==> src/rtl/vga_pkg.sv <==
// Shared timing constants for the scan-doubling line buffer scheduler.
package vga_pkg;
  localparam int VGA_HPERIOD  = 896;
  localparam int VGA_HALF     = VGA_HPERIOD / 2;
  localparam int VGA_RD_START = 80;
  localparam int VGA_RD_LEN   = 360;
  localparam int VGA_LINE_LEN = 360;
  localparam int VGA_ADDR_W   = 9;
endpackage

==> src/rtl/vga_half_counter.sv <==
// TV line position counter with hsync resync; exposes the next-cycle
// half-line position so downstream registers line up with hcount.
module vga_half_counter
  import vga_pkg::*;
#(
  parameter int HPERIOD = VGA_HPERIOD,
  parameter int HCNT_W  = $clog2(HPERIOD),
  parameter int POS_W   = $clog2(HPERIOD / 2)
) (
  input  logic             clk,
  input  logic             rst,
  input  logic             hsync_start,
  output logic [POS_W-1:0] pos_nxt,
  output logic             half_nxt,
  output logic             line_start_nxt
);

  logic [HCNT_W-1:0] hcount;
  logic [HCNT_W-1:0] hcount_nxt;

  // A TV line start resyncs the count even when it lands mid-line.
  always_comb begin
    if (hsync_start) begin
      hcount_nxt = '0;
    end else if (hcount == HCNT_W'(HPERIOD - 1)) begin
      hcount_nxt = '0;
    end else begin
      hcount_nxt = hcount + 1'b1;
    end
  end

  always_ff @(posedge clk or posedge rst) begin
    if (rst) begin
      hcount <= '0;
    end else begin
      hcount <= hcount_nxt;
    end
  end

  assign half_nxt       = (hcount_nxt >= HCNT_W'(HPERIOD / 2));
  assign pos_nxt        = half_nxt ? POS_W'(hcount_nxt - HCNT_W'(HPERIOD / 2))
                                   : POS_W'(hcount_nxt);
  assign line_start_nxt = (pos_nxt == '0);

endmodule

==> src/rtl/vga_line_sched.sv <==
// Ping-pong line buffer scheduler: TV-rate writer fills one bank while the
// VGA-rate reader plays the other bank back twice per TV line.
module vga_line_sched
  import vga_pkg::*;
#(
  parameter int HPERIOD  = VGA_HPERIOD,
  parameter int RD_START = VGA_RD_START,
  parameter int RD_LEN   = VGA_RD_LEN,
  parameter int LINE_LEN = VGA_LINE_LEN,
  parameter int ADDR_W   = VGA_ADDR_W
) (
  input  logic              clk,
  input  logic              rst,
  input  logic              hsync_start,
  input  logic              wr_stb,
  output logic              wr_en,
  output logic              wr_bank,
  output logic [ADDR_W-1:0] wr_addr,
  output logic              wr_ovf,
  output logic              rd_en,
  output logic              rd_bank,
  output logic [ADDR_W-1:0] rd_addr,
  output logic              rd_second,
  output logic              vga_line_start
);

  localparam int POS_W = $clog2(HPERIOD / 2);

  logic [POS_W-1:0] pos_nxt;
  logic             half_nxt;
  logic             line_start_nxt;
  logic             in_window;
  logic             addr_full;

  vga_half_counter #(
    .HPERIOD(HPERIOD)
  ) u_half_counter (
    .clk           (clk),
    .rst           (rst),
    .hsync_start   (hsync_start),
    .pos_nxt       (pos_nxt),
    .half_nxt      (half_nxt),
    .line_start_nxt(line_start_nxt)
  );

  assign in_window = (int'(pos_nxt) >= RD_START) && (int'(pos_nxt) < RD_START + RD_LEN);
  assign addr_full = (int'(wr_addr) >= LINE_LEN);

  // A strobe that coincides with the line start would land in the bank
  // being handed to the reader, so it is dropped outright.
  assign wr_en   = wr_stb & ~hsync_start & ~addr_full;
  assign rd_bank = ~wr_bank;

  // Read side: registered from next-cycle position, so zero latency vs hcount.
  always_ff @(posedge clk or posedge rst) begin
    if (rst) begin
      rd_en          <= 1'b0;
      rd_addr        <= '0;
      rd_second      <= 1'b0;
      vga_line_start <= 1'b0;
    end else begin
      rd_en          <= in_window;
      rd_addr        <= in_window ? ADDR_W'(int'(pos_nxt) - RD_START) : '0;
      rd_second      <= half_nxt;
      vga_line_start <= line_start_nxt;
    end
  end

  // Write side: banks swap only on a real TV line start, never on free-run wrap.
  always_ff @(posedge clk or posedge rst) begin
    if (rst) begin
      wr_bank <= 1'b0;
      wr_addr <= '0;
      wr_ovf  <= 1'b0;
    end else if (hsync_start) begin
      wr_bank <= ~wr_bank;
      wr_addr <= '0;
      wr_ovf  <= 1'b0;
    end else begin
      if (wr_en) begin
        wr_addr <= wr_addr + 1'b1;
      end
      if (wr_stb && addr_full) begin
        wr_ovf <= 1'b1;
      end
    end
  end

endmodule

==> config.mk <==
export PLATFORM = sky130hd
export DESIGN_NAME = vga_line_sched
export DESIGN_NICKNAME = d
export VERILOG_FILES = /design/src/rtl/vga_pkg.sv /design/src/rtl/vga_half_counter.sv /design/src/rtl/vga_line_sched.sv
export SDC_FILE = /design/constraint.sdc
export NUM_CORES = 1
export LEC_CHECK = 0
export ABC_AREA = 1
export CAP_MARGIN = 20
export CORE_AREA = 2 2 63 65
export CTS_CLUSTER_DIAMETER = 40
export CTS_CLUSTER_SIZE = 8
export DETAILED_ROUTE_END_ITERATION = 7
export DIE_AREA = 0 0 65 67
export PLACE_DENSITY = 0.76
export SLEW_MARGIN = 20
export SYNTH_ARGS = -nofsm -noshare
export SYNTH_HDL_FRONTEND = slang
export SYNTH_SLANG_ARGS = --single-unit
==> constraint.sdc <==
create_clock -name clk -period 3 [get_ports clk]
set_input_delay 0.9 -clock clk [delete_from_list [all_inputs] [get_ports clk]]
set_output_delay 0.9 -clock clk [all_outputs]
set_load 0.02 [all_outputs]
**After elaboration in Yosys (flattened, before gate mapping)**

Cells that the tools add are included.

- Flip-flop bits (word level): 33
- Latch bits: 0
- Memory bits (writable): 0
- Memory bits (read-only): 0
- Bits of input ports: 4
- Output and inout bits: 25
- Logic and storage cells: 35
- Memories kept: 0

- Add/sub/neg operators: 4
- $mul: 0
- Div/mod/pow operators: 0
- Magnitude comparators: 4
- Equality and inequality tests: 1
- Shift operators: 0
- Muxes and demuxes: 8
- Bitwise gates (word level): 5
- Reductions and logical operators: 5

Operators with widths:

| operator | count |
|---|---|
| $mux 9 | 4 |
| $mux 10 | 2 |
| $add 10x1->10 const B | 1 |
| $eq 10x10->1 const B | 1 |
| $ge 10x9->1 const B | 1 |
| $add 9x1->9 const B | 1 |
| $ge 9x7->1 const B | 1 |
| $ge 9x9->1 const B | 1 |
| $logic_not 9->1 | 1 |
| $lt 9x9->1 const B | 1 |
| $sub 9x7->9 const B | 1 |
| $sub 9x9->9 const B | 1 |
| $reduce_bool 2->1 | 2 |
| $not 1->1 | 3 |
| $and 1x1->1 | 2 |
| $logic_and 1x1->1 | 2 |
| $mux 1 | 2 |

**Logic depth before layout (Yosys ltp)**

Gate-level depths: netlist (run 1).

- Depth after elaboration: 8
- Mapped depth: 17
- Depth with buffers taken out: 17

**Hierarchy**

A second synthesis (run 1) with hierarchy kept.

- Cell total of the unflattened synthesis: 243
- Area total of the unflattened synthesis: 1890.6 sq um

Modules (own cells, without submodules):

| module | times used | cells each | area an instance (sq um) | sequential area each (sq um) |
|---|---|---|---|---|
| vga_line_sched | 1 | 138 | 1111.1 | 575.6 |
| vga_half_counter | 1 | 105 | 779.5 | 250.2 |

**Least setup slack after synthesis (run 1)**

Ideal clock, no wire load.

- Kind: input to register
- Start point: input port hsync_start
- End point: register rd_addr[8]
- Library setup time: 0.121 ns
- Arrival: 2.302 ns
- Data required time: 2.879 ns
- Slack: 0.578 ns
- Stages on the path: 10
- Path buffers: 0
- Cell sequence: inv_1 > nand2_4 > nor2_1 > ha_1 > a21oi_4 > nand3b_1 > nand2_2 > nand3_2 > nand2_4 > nor2_2

- Cells in the longest elaborated chain, start to end: 6
- Elaborated cells between the ends (all ways): 9
- Classes of those cells: 2 x add/sub; 3 x order compare; 3 x mux; 1 x reduce/logical

Ends and longest elaborated chain:

| what | RTL line | text |
|---|---|---|
| start, declared | vga_line_sched.sv:14 | `input logic hsync_start,` |
| $mux 10 (*) | vga_half_counter.sv:23 | `if (hsync_start) begin` |
| net u_half_counter.hcount_nxt[7] | vga_half_counter.sv:19 | `logic [HCNT_W-1:0] hcount_nxt;` |
| $sub 9x9->9 / $ge 10x9->1 (equally long branches) | vga_half_counter.sv:41, vga_half_counter.sv:40 |  |
| $mux 9 (*) | vga_half_counter.sv:41 | `assign pos_nxt = half_nxt ? POS_W'(hcount_nxt - HCNT_W'(HPERIOD / 2))` |
| $ge 9x7->1 / $lt 9x9->1 (equally long branches) | vga_line_sched.sv:46 | `assign in_window = (int'(pos_nxt) >= RD_START) && (int'(pos_nxt) < RD_START + RD_LEN);` |
| $logic_and 1x1->1 | vga_line_sched.sv:46 |  |
| $mux 9 (*) | vga_line_sched.sv:63 | `rd_addr <= in_window ? ADDR_W'(int'(pos_nxt) - RD_START) : '0;` |
| end signal, assigned | vga_line_sched.sv:63 |  |
| end, declared | vga_line_sched.sv:22 | `output logic [ADDR_W-1:0] rd_addr,` |

The timed path passes the listed nets; every way through them passes the cells marked *.
A chain may end at the register's enable or synchronous reset.

**Worst setup path in the final report (run 1)**

- Start point: input port wr_stb
- End point: output port wr_en

- Cells in the longest elaborated chain, start to end: 2

Ends and longest elaborated chain:

| what | RTL line | text |
|---|---|---|
| start, declared | vga_line_sched.sv:15 | `input logic wr_stb,` |
| $and 1x1->1 (2 in a row) | vga_line_sched.sv:51 | `assign wr_en = wr_stb & ~hsync_start & ~addr_full;` |
| end, declared | vga_line_sched.sv:16 | `output logic wr_en,` |

Every way passes these cells.

==> run summary, run 1 <==
Nets -> 281
Crit-path cells -> clkdlybuf4s50_1, inv_1, nor2_1, nand2_1, inv_1, clkdlybuf4s15_1
Wire length of the first global-routing pass -> 6375 um
H-tree depth -> 2
Vias per cell -> 4.878
Fillcell total -> 287
Crit-path leading delay family -> buffers and inverters
Critical Path Max Stage Delay -> 470 ps
Post-route setup TNS -> 0 ps
Maximum clock insertion buffer count -> 2
Seq/Total Area, Yosys -> 44.06%
# hold bufs at CTS -> 0
Placed Cells -> 311
Pre-antenna DRT Iters -> 4
Crit-path most repeated cell -> inv_1
Critical setup path kind -> input pin to primary output
Core area -> 0.003606 mm2
CTS tree -> done
Max Slew Vio Count -> 0
Die Span Y -> 67 um
Critical Path Start Type -> input pin
DRT antenna net count -> 0
R2R Setup Slk -> 420 ps
Fin. Hold Viols -> 0
Final core occ -> 67.83%
Layout area overhead -> 30.51%
Synth top area share -> 44.06%
Register bit total from synthesis -> 33
RD Place Congestion -> 0.8640
Clock root buffer -> clkbuf_8
Maxcap violations -> 0
Met3 WL post-DR -> 114 um
Cell area after synthesis -> 0.001874 mm2
Worst skew pair latency -> 290 ps
RSZ-0062 raised after global routing -> false
Synth cell count leaders -> 43 x nand2_1, 35 x inv_1, 33 x dfrtp_1
Reg2reg start -> u_half_counter.hcount[2]
Gr usage total -> 19.69%
Yosys cell types -> 27
Final setup violation count -> 0
Total number of vias -> 1556
Clock-pin slew on the worst setup and hold paths -> 60 ps
Final Cycle Share -> 97.05%
Row cnt -> 22
Avg Synthesized Cell Area -> 8.443 um2
Initial Utilization -> 51.98%
Antenna cells -> 0
Non-Filler Instances -> 319
Worst relative slew slack -> 72.84%
Post-Synthesis Cells -> 222
Buffers & Inverters on Critical Path -> 4
Most common cell in the netlist -> nand2_1
Leakage -> 1.196 nW
Outcome -> completed
Clock sink count -> 33
Cell taking the most area after synthesis -> dfrtp_1
# DRC -> 0
Routed wl met2 -> 1690 um
Req. time, crit path -> 2100 ps
Share of layout cells above drive strength 1 -> 21.40%
Total congestion overflow -> 0
Iter 0 DRT Violations -> 88
WL/cell -> 11.08 um
Max IR drop VDD -> 0.0002175 V
Worst-Margin Slew -> 407.4 ps
Total nets after synthesis -> 233
Largest net degree at the start of global routing -> 34
Io pins -> 29
Reg2reg path depth -> 12
Pwr dens -> 446.2 mW/mm2
EDFF count, synth -> 0
Hold Crit Class -> register to register
Hold Path Stages -> 1
CP endpoint kind -> primary output
Max Used Layer -> met4
Ys async rst share -> 100.0%
Cts bufs inserted -> 5
Ys flop type -> dfrtp_1
Area contributors post-synth -> dfrtp_1 44%, nand2_1 8.6%, inv_1 7.0%
RR Endpoint -> rd_addr[8]
Total Wirelength -> 3535 um
Port bufs -> 28
Final worst clock skew -> 9.635 ps
Final Critical Period -> 2912 ps
DP HPWL -> 2696 um
Initial antenna violation count -> 0
Die footprint -> 0.004355 mm2
Hold Crit Start -> wr_bank
Min-Delay Endpoint -> wr_bank
Ys Warns -> 0
WP data arrival -> 2010 ps
Post-CTS Repair Setup Buffers -> 0
Die Span X -> 65 um
Max Fclk -> 343.5 MHz
Slowest CP cell -> clkdlybuf4s50_1
Number of global-route vias before repair -> 1487
Wl on met1 -> 1644 um
Maximum fanout along the worst path -> 2
## flip-flops by register name (all words and copies together) (netlist names)
signal                 count
rd_second                  1
vga_line_start             1
rd_addr                    9
u_half_counter.hcount     10
wr_addr                    9
wr_ovf                     1
rd_en                      1
wr_bank                    1
## per-stage QoR
stage | setup WS [ps] | cell area [um2] | power [mW] | hold slack (ps)
after floorplan | 577.7 | 1874 | 0.5481 | 488.6
after global placement | -173.2 | 2312 | 0.6090 | 475.1
after detailed placement | -160.2 | 2312 | 0.6100 | 476.1
after CTS | 48.83 | 2445 | 1.103 | 488.5
after global routing | 12.93 | 2446 | 1.142 | 520.8
final | 88.45 | 2446 | 1.091 | 484.3
## worst register-to-register path, stage by stage, from the launching register on
cell	delay, ps
dfrtp_1	440
nand2_2	110
nor2_2	170
nand2_1	130
o21ai_1	290
nor2_1	110
ha_1	270
a21oi_4	320
nand3b_1	140
nand2_2	130
nand3_2	100
nand2_4	180
nor2_2	60
## logic make-up after synthesis
logic type	after synthesis	synth area share, %
buffers and inverters	36	7.210
adder cells (fa/ha/maj)	7	4.673
AO/OA/AOI/OAI	23	7.476
XOR/XNOR	4	1.869
AND/OR/NAND/NOR	119	34.71
flip-flops	33	44.06
## worst max-delay path by stage
| stage | startpoint | end | slack, ps | cells after the start |
|---|---|---|---|---|
| 2_1_floorplan | hsync_start | rd_addr[8] | 580 | 10 |
| 3_3_place_gp | wr_stb | wr_en | -170 | 6 |
| 3_5_place_dp | wr_stb | wr_en | -160 | 6 |
| 4_1_cts | wr_stb | wr_en | 50 | 6 |
| 5_1_grt | wr_stb | wr_en | 10 | 6 |
| 6_report | wr_stb | wr_en | 90 | 6 |
## what timing repair did
action / in CTS / in global routing
resized for setup: 1 / 1
gates cloned: 0 / 0
endpoints found under the setup margin: 1 / 1
## layout by cell type (no fill, tap or decap), drive strengths merged, types with 4 or more instances in the layout
cell type / netlist / layout
dfrtp: 33 / 33
xor2: 4 / 4
a21oi: 7 / 7
nand3: 23 / 23
o21ai: 9 / 9
o22ai: 4 / 4
ha: 7 / 7
clkdlybuf4s50: 0 / 27
clkbuf: 0 / 5
inv: 36 / 36
buf: 0 / 13
nand2: 55 / 55
nor2: 33 / 33
## per-layer routing
| metal | up-vias | track usage (%) |
|---|---|---|
| met5 | - | 0 |
| met4 | 0 | 11.17 |
| met3 | 7 | 3.716 |
| met2 | 25 | 32.86 |
| met1 | 723 | 23.82 |
| li1 | 801 | - |
## area by class of cell
type / count / area (um2) / area share (%)
multi-input combinational: 153 / 913.4 / 37.34
sequential: 33 / 825.8 / 33.76
timing repair buffer: 41 / 377.9 / 15.45
inverter: 36 / 135.1 / 5.524
clock buffer: 5 / 68.82 / 2.813
clock inverter: 3 / 65.06 / 2.660
tap: 48 / 60.06 / 2.455
## power breakdown
part	internal [mW]	switching, mW	total (mW)
Combinational	0.0552	0.0720	0.127
Sequential	0.461	0.0125	0.473
Clock	0.330	0.161	0.491
Total	0.846	0.246	1.09
No activity file was read; power rests on OpenSTA's default activity.
==> run 2, diff against run 1 <==
--- a/config.mk
+++ b/config.mk
@@ -17,3 +17,4 @@
 export SYNTH_ARGS = -nofsm -noshare
 export SYNTH_HDL_FRONTEND = slang
 export SYNTH_SLANG_ARGS = --single-unit
+export TNS_END_PERCENT = 50
==> results of run 2 <==
The final DEF is identical to that of run 1; final timing and power are the same.
==> run 3, diff against run 2 <==
--- a/config.mk
+++ b/config.mk
@@ -7,12 +7,15 @@
 export LEC_CHECK = 0
 export ABC_AREA = 1
 export CAP_MARGIN = 20
-export CORE_AREA = 2 2 63 65
+export CELL_PAD_IN_SITES_DETAIL_PLACEMENT = 1
+export CELL_PAD_IN_SITES_GLOBAL_PLACEMENT = 1
+export CORE_AREA = 2 2 76 78
 export CTS_CLUSTER_DIAMETER = 40
 export CTS_CLUSTER_SIZE = 8
 export DETAILED_ROUTE_END_ITERATION = 7
-export DIE_AREA = 0 0 65 67
-export PLACE_DENSITY = 0.76
+export DIE_AREA = 0 0 78 80
+export PLACE_DENSITY_LB_ADDON = 0.1
+export REMOVE_ABC_BUFFERS = 1
 export SLEW_MARGIN = 20
 export SYNTH_ARGS = -nofsm -noshare
 export SYNTH_HDL_FRONTEND = slang
==> constraint.sdc (replaced) <==
create_clock -name clk -period 2.5 [get_ports clk]
set_input_delay 0.75 -clock clk [delete_from_list [all_inputs] [get_ports clk]]
set_output_delay 0.75 -clock clk [all_outputs]
set_load 0.02 [all_outputs]
==> run summary, run 3 (same netlist as run 1, synthesis figures left out) <==
Clock sink count -> 33 (unchanged)
Crit-path leading delay family -> buffers and inverters
R2R Setup Slk -> 200 ps (-220 ps)
Largest net degree at the start of global routing -> 34 (unchanged)
Psw -> 0.3115 mW (+27%)
Overall power -> 1.267 mW (+16%)
Critical setup path kind -> input pin to primary output
CTS tree -> done
Antenna cells -> 0 (unchanged)
Die footprint -> 0.006240 mm2 (+43%)
Total congestion overflow -> 0 (unchanged)
Number of global-route vias before repair -> 1789 (+20%)
Most flops, register -> u_half_counter.hcount
Worst skew pair latency -> 290 ps (about the same)
Total number of vias -> 1672 (+7.5%)
# DRC -> 0 (unchanged)
Final worst clock skew -> 6.462 ps (-3.173 ps)
Pre-antenna DRT Iters -> 4 (unchanged)
Io pins -> 29 (unchanged)
Leakage -> 1.305 nW (+9.1%)
Final core occ -> 50.09% (-18 points)
Total Wirelength -> 4689 um (+33%)
Die Span Y -> 80 um (+19%)
Maximum fanout along the worst path -> 2 (unchanged)
Clock Power Share -> 41.7% (-3.3 points)
Vias per cell -> 4.556 (-6.6%)
RD Place Congestion -> 0.7743 (-10%)
WL/cell -> 12.78 um (+15%)
Fin. Hold Viols -> 0 (unchanged)
Die Span X -> 78 um (+20%)
Placed Cells -> 355 (+14%)
Reg2reg path depth -> 16 (+4)
Layout area overhead -> 44.46%
Crit-path cells -> clkdlybuf4s50_1, inv_1, nor2_1, nand2_1, inv_2, buf_4
RSZ-0062 raised after global routing -> false
Critical Path Max Stage Delay -> 480 ps (about the same)
Max Fclk -> 413.8 MHz
Clock-pin slew on the worst setup and hold paths -> 70 ps (about the same)
Max reg flops -> 10 (unchanged)
Post-place instance area -> 0.002492 mm2 (+7.8%)
Final Critical Period -> 2416 ps
Share of layout cells above drive strength 1 -> 30.17% (+8.8 points)
Sw Ratio -> 24.58% (+2.1 points)
Row cnt -> 27 (+23%)
Min-Delay Endpoint -> wr_bank
Worst-Margin Slew -> 428.8 ps (+21.47 ps)
Hold Crit Start -> wr_bank
Post-route design area -> 0.002708 mm2 (+11%)
Gate power share -> 13.5% (+1.8 points)
Final setup violation count -> 0 (unchanged)
Iter 0 DRT Violations -> 38 (-57%)
Gr usage total -> 17.78% (-1.9 points)
Seq pwr share -> 44.8% (+1.4 points)
Hold Crit Class -> register to register
Most common cell after layout, fill and taps aside -> nand2_1
Internal -> 0.9555 mW (+13%)
Port bufs -> 28 (unchanged)
RR Endpoint -> rd_addr[3]
Worst relative slew slack -> 71.41% (-1.4 points)
H-tree depth -> 2 (unchanged)
Max Slew Vio Count -> 0 (unchanged)
Slowest CP cell -> clkdlybuf4s50_1
Clock root buffer -> clkbuf_8
Hold Path Stages -> 1 (unchanged)
CP endpoint kind -> primary output
DP HPWL -> 3532 um (+31%)
# hold bufs at CTS -> 0 (unchanged)
Req. time, crit path -> 1750 ps (-350 ps)
Wire length of the first global-routing pass -> 8521 um (+34%)
Nets -> 305 (+8.5%)
Top Registers -> u_half_counter.hcount x10, rd_addr x9, wr_addr x9
Pwr dens -> 467.9 mW/mm2 (+4.9%)
Maxcap violations -> 0 (unchanged)
Critical Path Start Type -> input pin
Outcome -> completed
Most frequent cells in the layout -> 41 x nand2_1, 35 x buf_4, 33 x inv_1, 33 x dfrtp_1, 26 x clkdlybuf4s50_1
DRT antenna net count -> 0 (unchanged)
Buffers & Inverters on Critical Path -> 4 (unchanged)
Core area -> 0.005405 mm2 (+50%)
Non-Filler Instances -> 367 (+15%)
Final Cycle Share -> 96.65%
Cts bufs inserted -> 5 (unchanged)
WP data arrival -> 1670 ps (-340 ps)
Initial antenna violation count -> 0 (unchanged)
Reg2reg start -> u_half_counter.hcount[2]
Max IR drop VDD -> 0.0002342 V (+7.7%)
Hold_ws -> 485.3 ps (+1.047 ps)
Maximum clock insertion buffer count -> 2 (unchanged)
Initial Utilization -> 34.68% (-17 points)
[run 3: power groups by stage]
stage	combinational (mW)	clock (mW)	sequential, mW
after detailed placement	0.173	0	0.578
after global placement	0.169	0	0.578
after floorplan	0.0620	0	0.596
final	0.171	0.529	0.568
after CTS	0.173	0.541	0.568
after global routing	0.188	0.566	0.571
[run 3: area by class of cell]
type,count,area [um2]
Fill cell,648,2698
Sequential cell,33,825.8
Clock buffer,7,86.33
Inverter,36,135.1
Multi-Input combinational cell,154,977.2
Tap cell,72,90.09
Timing Repair Buffer,64,563.0
Clock inverter,1,30.03
[run 3: how the worst max path moves through the flow]
stage / from / end / slack, ps / depth (start not counted)
3_3_place_gp: wr_stb / wr_en / -420 / 6
2_1_floorplan: u_half_counter.hcount[0] / rd_addr[8] / 210 / 13
5_1_grt: wr_stb / wr_en / 1 / 6
6_report: wr_stb / wr_en / 80 / 6
4_1_cts: wr_stb / wr_en / 10 / 6
3_5_place_dp: wr_stb / wr_en / -420 / 6
[run 3: repair_timing]
item	4_1_cts	5_1_grt
setup buffers	3	0
gates resized for setup	15	5
pin swaps	8	4
gates cloned	1	0
setup endpoints to repair	12	9
[run 3: routing by layer]
| metal | wire, um | GRT usage, % | part of all wire, % | vias up |
|---|---|---|---|---|
| met1 | 2031 | 21.23 | 43 | 800 |
| met4 | 94 | 7.368 | 2.0 | 0 |
| met2 | 2424 | 30.95 | 52 | 21 |
| met3 | 138 | 3.959 | 2.9 | 7 |
| li1 | - | - | - | 844 |
| met5 | 0 | 0 | 0 | - |
[run 3: per-stage QoR]
| stage | setup WS (ps) | TNS (ps) |
|---|---|---|
| final | 83.66 | 0 |
| after global routing | 1.114 | 0 |
| after CTS | 13.30 | 0 |
| after detailed placement | -422.2 | -4726 |
| after global placement | -422.2 | -4580 |
| after floorplan | 207.0 | 0 |
